File: config.mk
export PLATFORM = sky130hd
export DESIGN_NAME = fir_fast_l2
export DESIGN_NICKNAME = d
export VERILOG_FILES = /design/src/rtl/fir_pkg.sv /design/src/rtl/fir_fast_l2_subfilter.sv /design/src/rtl/fir_fast_l2.sv
export SDC_FILE = /design/constraint.sdc
export NUM_CORES = 1
export LEC_CHECK = 0
export CAP_MARGIN = 20
export CORE_MARGIN = 2
export CORE_UTILIZATION = 49
export CTS_BUF_LIST = sky130_fd_sc_hd__clkbuf_4
export DETAILED_ROUTE_END_ITERATION = 10
export GPL_ROUTABILITY_DRIVEN = 0
export GPL_TIMING_DRIVEN = 0
export PLACE_DENSITY_LB_ADDON = 0.1
export SLEW_MARGIN = 40
export SYNTH_ARGS = -nofsm -noshare
export SYNTH_HDL_FRONTEND = slang
export SYNTH_SLANG_ARGS = --single-unit
File: constraint.sdc
create_clock -name clk -period 3.19 [get_ports clk]
set_input_delay 0.638 -clock clk [delete_from_list [all_inputs] [get_ports clk]]
set_output_delay 0.638 -clock clk [all_outputs]
set_load 0.02 [all_outputs]
File: src/rtl/fir_pkg.sv
// fir_pkg: sizing and saturation helpers shared by the fast FIR datapath
package fir_pkg;

    // Widest accumulator the saturation helper can carry
    localparam int MAX_W = 128;

    function automatic int sub_taps(input int n);
        return (n + 1) / 2;
    endfunction

    function automatic int acc_w(input int in_w, input int tap_w, input int n);
        return in_w + tap_w + 2 + $clog2(sub_taps(n)) + 1;
    endfunction

    // Clamp v into the signed range of a w-bit word
    function automatic logic signed [MAX_W-1:0] saturate(input logic signed [MAX_W-1:0] v, input int w);
        logic signed [MAX_W-1:0] hi;
        hi = (MAX_W'(1) << (w - 1)) - 1;
        return v > hi ? hi : v < ~hi ? ~hi : v;
    endfunction

endpackage

File: src/rtl/fir_fast_l2_subfilter.sv
// fir_subfilter: enable-gated delay line feeding a registered full-length dot product
module fir_subfilter import fir_pkg::*; #(
    parameter int IN_W   = 16,
    parameter int COEF_W = 32,
    parameter int TAPS   = 26,
    parameter int ACC_W  = 56
) (
    input  logic                    clk,
    input  logic                    reset,
    input  logic                    en,
    input  logic signed [IN_W-1:0]  x,
    input  logic [TAPS*COEF_W-1:0]  coefs,
    output logic signed [ACC_W-1:0] p
);

    logic signed [IN_W-1:0]  line [TAPS];
    logic signed [ACC_W-1:0] dot;

    // Shift a sample in only on accepted pairs so bubbles leave the history untouched
    always_ff @(posedge clk) begin
        if (reset) begin
            line <= '{default: '0};
        end else if (en) begin
            line[0] <= x;
            for (int i = 1; i < TAPS; i++) line[i] <= line[i-1];
        end
    end

    // Exact sum of products across the whole line
    always_comb begin
        dot = '0;
        for (int i = 0; i < TAPS; i++)
            dot = dot + ACC_W'(line[i]) * ACC_W'($signed(coefs[i*COEF_W +: COEF_W]));
    end

    // Register the dot product every cycle; it only moves after the line moves
    always_ff @(posedge clk) p <= reset ? '0 : dot;

endmodule

File: src/rtl/fir_fast_l2.sv
// fir_fast_l2: two-samples-per-clock fast FIR (L=2) built from three half-length subfilters
module fir_fast_l2 import fir_pkg::*; #(
    parameter int DATA_IN_WIDTH  = 16,
    parameter int DATA_OUT_WIDTH = 64,
    parameter int TAP_WIDTH      = 32,
    parameter int TAP_COUNT      = 51,
    // h(j) lives at COEFS[j*TAP_WIDTH +: TAP_WIDTH]; the default is a unit impulse
    parameter logic [TAP_COUNT*TAP_WIDTH-1:0] COEFS =
        {{((TAP_COUNT - 1) * TAP_WIDTH){1'b0}}, {(TAP_WIDTH - 1){1'b0}}, 1'b1}
) (
    input  logic                             clk,
    input  logic                             reset,
    input  logic                             in_valid,
    input  logic signed [DATA_IN_WIDTH-1:0]  data_in0,
    input  logic signed [DATA_IN_WIDTH-1:0]  data_in1,
    output logic                             out_valid,
    output logic signed [DATA_OUT_WIDTH-1:0] data_out0,
    output logic signed [DATA_OUT_WIDTH-1:0] data_out1
);

    localparam int SUB = sub_taps(TAP_COUNT);
    localparam int AW  = acc_w(DATA_IN_WIDTH, TAP_WIDTH, TAP_COUNT);

    logic [SUB*TAP_WIDTH-1:0]     c0, c1;
    logic [SUB*(TAP_WIDTH+1)-1:0] c01;
    logic signed [DATA_IN_WIDTH:0] x01;
    logic signed [AW-1:0] p0, p1, p01, p1_d, y0, y1;
    logic valid_a, valid_b;

    // Polyphase split: even taps to H0, odd taps to H1 (zero past the end), H01 = H0 + H1
    for (genvar i = 0; i < SUB; i++) begin : g_split
        localparam int ODD = 2 * i + 1;
        localparam logic [TAP_WIDTH-1:0] E = COEFS[2*i*TAP_WIDTH +: TAP_WIDTH];
        localparam logic [TAP_WIDTH-1:0] O =
            ODD < TAP_COUNT ? COEFS[(ODD < TAP_COUNT ? ODD : 0)*TAP_WIDTH +: TAP_WIDTH] : '0;
        assign c0[i*TAP_WIDTH +: TAP_WIDTH] = E;
        assign c1[i*TAP_WIDTH +: TAP_WIDTH] = O;
        assign c01[i*(TAP_WIDTH+1) +: TAP_WIDTH+1] = {E[TAP_WIDTH-1], E} + {O[TAP_WIDTH-1], O};
    end

    assign x01 = {data_in0[DATA_IN_WIDTH-1], data_in0} + {data_in1[DATA_IN_WIDTH-1], data_in1};

    fir_subfilter #(.IN_W(DATA_IN_WIDTH), .COEF_W(TAP_WIDTH), .TAPS(SUB), .ACC_W(AW)) u_h0 (
        .clk(clk), .reset(reset), .en(in_valid), .x(data_in0), .coefs(c0), .p(p0)
    );

    fir_subfilter #(.IN_W(DATA_IN_WIDTH), .COEF_W(TAP_WIDTH), .TAPS(SUB), .ACC_W(AW)) u_h1 (
        .clk(clk), .reset(reset), .en(in_valid), .x(data_in1), .coefs(c1), .p(p1)
    );

    fir_subfilter #(.IN_W(DATA_IN_WIDTH + 1), .COEF_W(TAP_WIDTH + 1), .TAPS(SUB), .ACC_W(AW)) u_h01 (
        .clk(clk), .reset(reset), .en(in_valid), .x(x01), .coefs(c01), .p(p01)
    );

    // Valid follows the pair through line, product and output stages
    always_ff @(posedge clk) begin
        if (reset) begin
            valid_a   <= 1'b0;
            valid_b   <= 1'b0;
            out_valid <= 1'b0;
        end else begin
            valid_a   <= in_valid;
            valid_b   <= valid_a;
            out_valid <= valid_b;
        end
    end

    // Recombine products; p1_d steps per pair so the block delay ignores bubbles
    always_ff @(posedge clk) begin
        if (reset) begin
            p1_d <= '0;
            y0   <= '0;
            y1   <= '0;
        end else if (valid_b) begin
            p1_d <= p1;
            y0   <= p0 + p1_d;
            y1   <= p01 - p0 - p1;
        end
    end

    if (DATA_OUT_WIDTH >= AW) begin : g_ext
        assign data_out0 = DATA_OUT_WIDTH'(y0);
        assign data_out1 = DATA_OUT_WIDTH'(y1);
    end else begin : g_sat
        assign data_out0 = DATA_OUT_WIDTH'(saturate(MAX_W'(y0), DATA_OUT_WIDTH));
        assign data_out1 = DATA_OUT_WIDTH'(saturate(MAX_W'(y1), DATA_OUT_WIDTH));
    end

endmodule

== Yosys cells after proc, flatten, opt, wreduce, memory -nomap -nowiden ==
Cells that the tools add are included.

* Add/subtract/negate cells: 2
* $mul: 0
* Div/mod/pow operators: 0
* Order comparisons: 0
* Equality and inequality tests: 0
* Shift-type cells: 0
* Mux-type cells: 0
* Bitwise logic cells: 0
* Reductions and logical operators: 0

{| class="wikitable"
|+ Operator list
! cell !! number
|-
| subtractor 17 x 16 -> 18 bit || 1
|-
| adder 16 x 16 -> 17 bit || 1
|}

* Bits in registers: 141
* Bits in latches: 0
* Bits in writable memories: 0
* Memory bits (read-only): 0
* Input port bits: 35
* Output and inout bits: 129
* Word-level logic and storage cells: 11
* Memories: 0

== Depth between registers and ports, before layout ==
* Depth in word-level cells: 1
* Depth in mapped cells: 11
* Gate-level depth less buffers: 11

== Cells and area by module ==
A second synthesis with hierarchy kept.

* Cell total of the unflattened synthesis: 155972
* Area, all modules: 1487937.0 um^2

{| class="wikitable"
|+ Modules (own cells, without submodules)
! module !! instances !! cells an instance !! area an instance (um^2) !! sequential area each (um^2)
|-
| fir_subfilter (u_h01) || 1 || 54959 || 520317.8 || 9969.6
|-
| fir_subfilter (u_h0) || 1 || 49656 || 476787.3 || 9449.1
|-
| fir_subfilter (u_h1) || 1 || 49610 || 476542.0 || 9449.1
|-
| fir_fast_l2 || 1 || 1747 || 14290.0 || 3423.3
|}

== Worst setup path after synthesis ==
OpenSTA, ideal clock, no wires.

* Path type: input to register
* Start: input port data_in0[0]
* End: register u_h01.line[437] (netlist bit)
* Setup time: 0.140 ns
* Data arrival time: 2.431 ns
* Required time: 3.050 ns
* Path slack: 0.619 ns
* Cell stages on the path: 9
* Buffers on the path: 0
* Path through: ha_1 fa_1 a21o_1 a21oi_1 o21a_1 o31ai_1 a31oi_1 xor2_1 a2bb2oi_1

* Cells in the longest elaborated chain, start to end: 1

{| class="wikitable"
|+ RTL lines
! what !! RTL line !! RTL
|-
| start, declared || fir_fast_l2.sv:14 || <nowiki>input logic signed [DATA_IN_WIDTH-1:0] data_in0,</nowiki>
|-
| adder 16 x 16 -> 17 bit || fir_fast_l2.sv:41 || <nowiki>assign x01 = {data_in0[DATA_IN_WIDTH-1], data_in0} + {data_in1[DATA_IN_WIDTH-1], data_in1};</nowiki>
|-
| end, declared || fir_fast_l2_subfilter.sv:16 || <nowiki>logic signed [IN_W-1:0] line [TAPS];</nowiki>
|}

No other way between the ends.
A chain may end at the register's enable or synchronous reset.

== Worst setup path after layout ==
Ends and elaborated chain as after synthesis.

==> flow_summary.yaml <==
cells_and_area:
  syn2layout_area_growth_pct: 35.1
  num-fill-cells: 908
  final_nets: 841
  stdcell_area_sq_mm: 0.00743
  final_layout_size_suffix_gt1_frac: 0.160
  multiInputGateArea_sq_mm: 0.00256
  final_cells: 916
  num_antenna_cells: 0
  seqCellArea_sq_mm: 0.00207
hold_path:
  min_path_type: "flop to flop"
grt:
  grt_max_degree: 51
  grt_pass1_vias: 4020
  grt-ovfl-total: 0
  groute.usage.overall: 0.206
  antenna_found_initial: 0
  grt_pass1_wl_mm: 19.4
power_and_ir_drop:
  finalPower_mw: 2.89
  p_per_area_mw_per_mm2: 388
  p_leak_nw: 3.12
  peakVddDrop_v: 0.000199
worst_setup_path:
  path_class: "primary input to flop"
  start_kind: "primary input"
  cp.arrival_ns: 3.17
  crit_fanout: 4
  timing.reg2reg.setup_slack_ns: 0.65
  required_ns: 3.53
  worst_setup_path_end_kind: "flop"
clock_tree:
  clk_pin_slew_ns: 0.15
  cts.htree.levels: 3
  clock_path_buffers: 2
  holdBufCountCts: 0
  ctsRootBufferMaster: "clkbuf_4"
  postCtsSetupRepairBufs: 0
  cts_buffers: 9
  numClockSinks: 103
  worstSkewPairLatency_ns: 0.46
  cts_tree: "built"
  post_cts_resized: 0
timing:
  fin_skew_ns: 0.0115
  slew_headroom: 0.484
  report.final.slew_viol_count: 0
  finalCritPeriodShare: 0.886
  max_freq_mhz: 354
  finalSetupViolations: 0
  finalHoldViolCount: 0
  rsz0062_at_grt: "false"
  worstMarginPinSlew_ns: 0.774
  setup_tns_ns: 0
  period_needed_ns: 2.83
  setup_slack_ns: 0.365
floorplan:
  core_sq_mm: 0.0109
  start_util: 0.506
  dieArea_sq_mm: 0.0121
  rows: 38
  die_w_um: 110
  io_pins: 164
  dieHeight_um: 110
run_status:
  outcome: "completed"
job:
  maxCapViolCount: 0
synth:
  yosysSeqAreaShare: 0.375
  synth_fp_nets: 667
  syn_area_sq_mm: 0.00550
  synth_cell_types: 57
  synth_edf_count: 0
  syn_inst: 597
  yosys_register_bits: 103
  yosysWarnings: 0
  postSynth.asyncResetShare: 0
  synth_area_per_cell_sq_um: 9.22
  synth_ff_type: "dfxtp_1"
routing:
  drt_iter0_markers: 137
  drc: 0
  routed-via-count: 4439
  viasPerCell: 4.85
  firstDrtPassIters: 4
  drt-total-wl_mm: 12.6
  final_antenna_net_count: 0
  routedWlPerCell_um: 13.7
placed_design:
  placed_cell_area_sq_mm: 0.00731
  place_inst: 900
  post-place-ws_ns: -0.113
  io_buffers: 163
  post-dp-hpwl_mm: 10.1
[flip-flops by register name (all words and copies together), names as in the netlist]
name and cells:
out_valid 1, u_h0.line 16, u_h0.p 16, u_h01.line 17, u_h01.p 17, valid_a 1
valid_b 1, y0 16, y1 18
[power breakdown]
group          leakage, nW  total (mW)  switching (mW)  internal (mW)
Sequential           0.844        1.41          0.0466           1.36
Clock               0.0676       0.619           0.444          0.175
Combinational         2.21       0.859           0.425          0.434
Total                 3.12        2.89           0.915           1.97
[cell type report]
type,count,share of cell area
plain buffers,114,0.105
multi-input cells,353,0.344
flip-flops and latches,103,0.278
repair buffers,163,0.219
clock inverters,6,0.00589
inverters,27,0.0136
clock buffers,10,0.0101
well taps,140,0.0236
[routing by layer]
layer	up-vias	global-route usage	part of all wire
met5	-	0	0
met2	130	0.353	0.47
met3	18	0.0423	0.068
met4	0	0.0714	0.018
met1	1990	0.256	0.44
li1	2301	-	-
[final timing paths]
| path | startpoint | to | depth (start not counted) |
|---|---|---|---|
| hold / removal | u_h01.line[440] | u_h01.p[15] | 2 |
| hold reg to reg | u_h01.line[440] | u_h01.p[15] | 2 |
| setup / recovery | data_in0[0] | u_h01.line[437] | 10 |
| setup reg to reg | u_h0.p[0] | y1[14] | 10 |
[stage by stage]
| stage | hold slack [ns] | utilization |
|---|---|---|
| after floorplan | 0.404 | - |
| after global placement | 0.434 | 0.671 |
| after detailed placement | 0.431 | 0.672 |
| after CTS | 0.452 | 0.683 |
| after global routing | 0.486 | 0.683 |
| final | 0.452 | 0.683 |
[synth_stat cells (7+ instances only)]
master | number | area share
inv_1 | 26 | 0.018
nand2b_1 | 8 | 0.0091
nor2_1 | 67 | 0.046
a31oi_1 | 7 | 0.0080
dfxtp_1 | 103 | 0.37
o21ai_0 | 9 | 0.0082
clkbuf_1 | 14 | 0.0095
mux2i_1 | 49 | 0.089
xnor2_1 | 13 | 0.021
ha_1 | 33 | 0.075
nand2_1 | 14 | 0.0095
a21oi_1 | 19 | 0.017
xor2_1 | 7 | 0.011
buf_4 | 94 | 0.13
nand3_1 | 8 | 0.0073
a21o_1 | 8 | 0.011
nor2b_1 | 37 | 0.042
[worst max-delay path: stages]
cell             delay (ns)
clkdlybuf4s50_1        0.44
ha_1                   0.25
fa_1                   0.41
a21o_1                 0.19
a21oi_1                0.26
o21a_1                 0.21
o31ai_1                0.12
a31oi_1                0.37
xor2_1                 0.19
a2bb2oi_1              0.08
[placed cells by master, fill, tap and decap left out, types with 14 or more instances in the layout]
cell type	count
clkdlybuf4s50_1	163
mux2i_1	49
ha_1	33
nand2_1	14
buf_4	94
nor2b_1	37
inv_1	26
nor2_1	67
a21oi_1	19
clkbuf_1	14
dfxtp_1	101
[kinds of logic (layout without fill, tap and decap cells)]
kind of cell    count (synthesis)  in the layout  synth area share
compound gates                 84             84             0.107
xor+xnor                       20             20            0.0318
fa+ha+maj                      35             35            0.0823
buf+inv                       141            320             0.160
flops                         103            103             0.375
mux                            49             49            0.0891
simple gates                  165            165             0.155
Note: power is estimated with default switching activity, not from simulation.
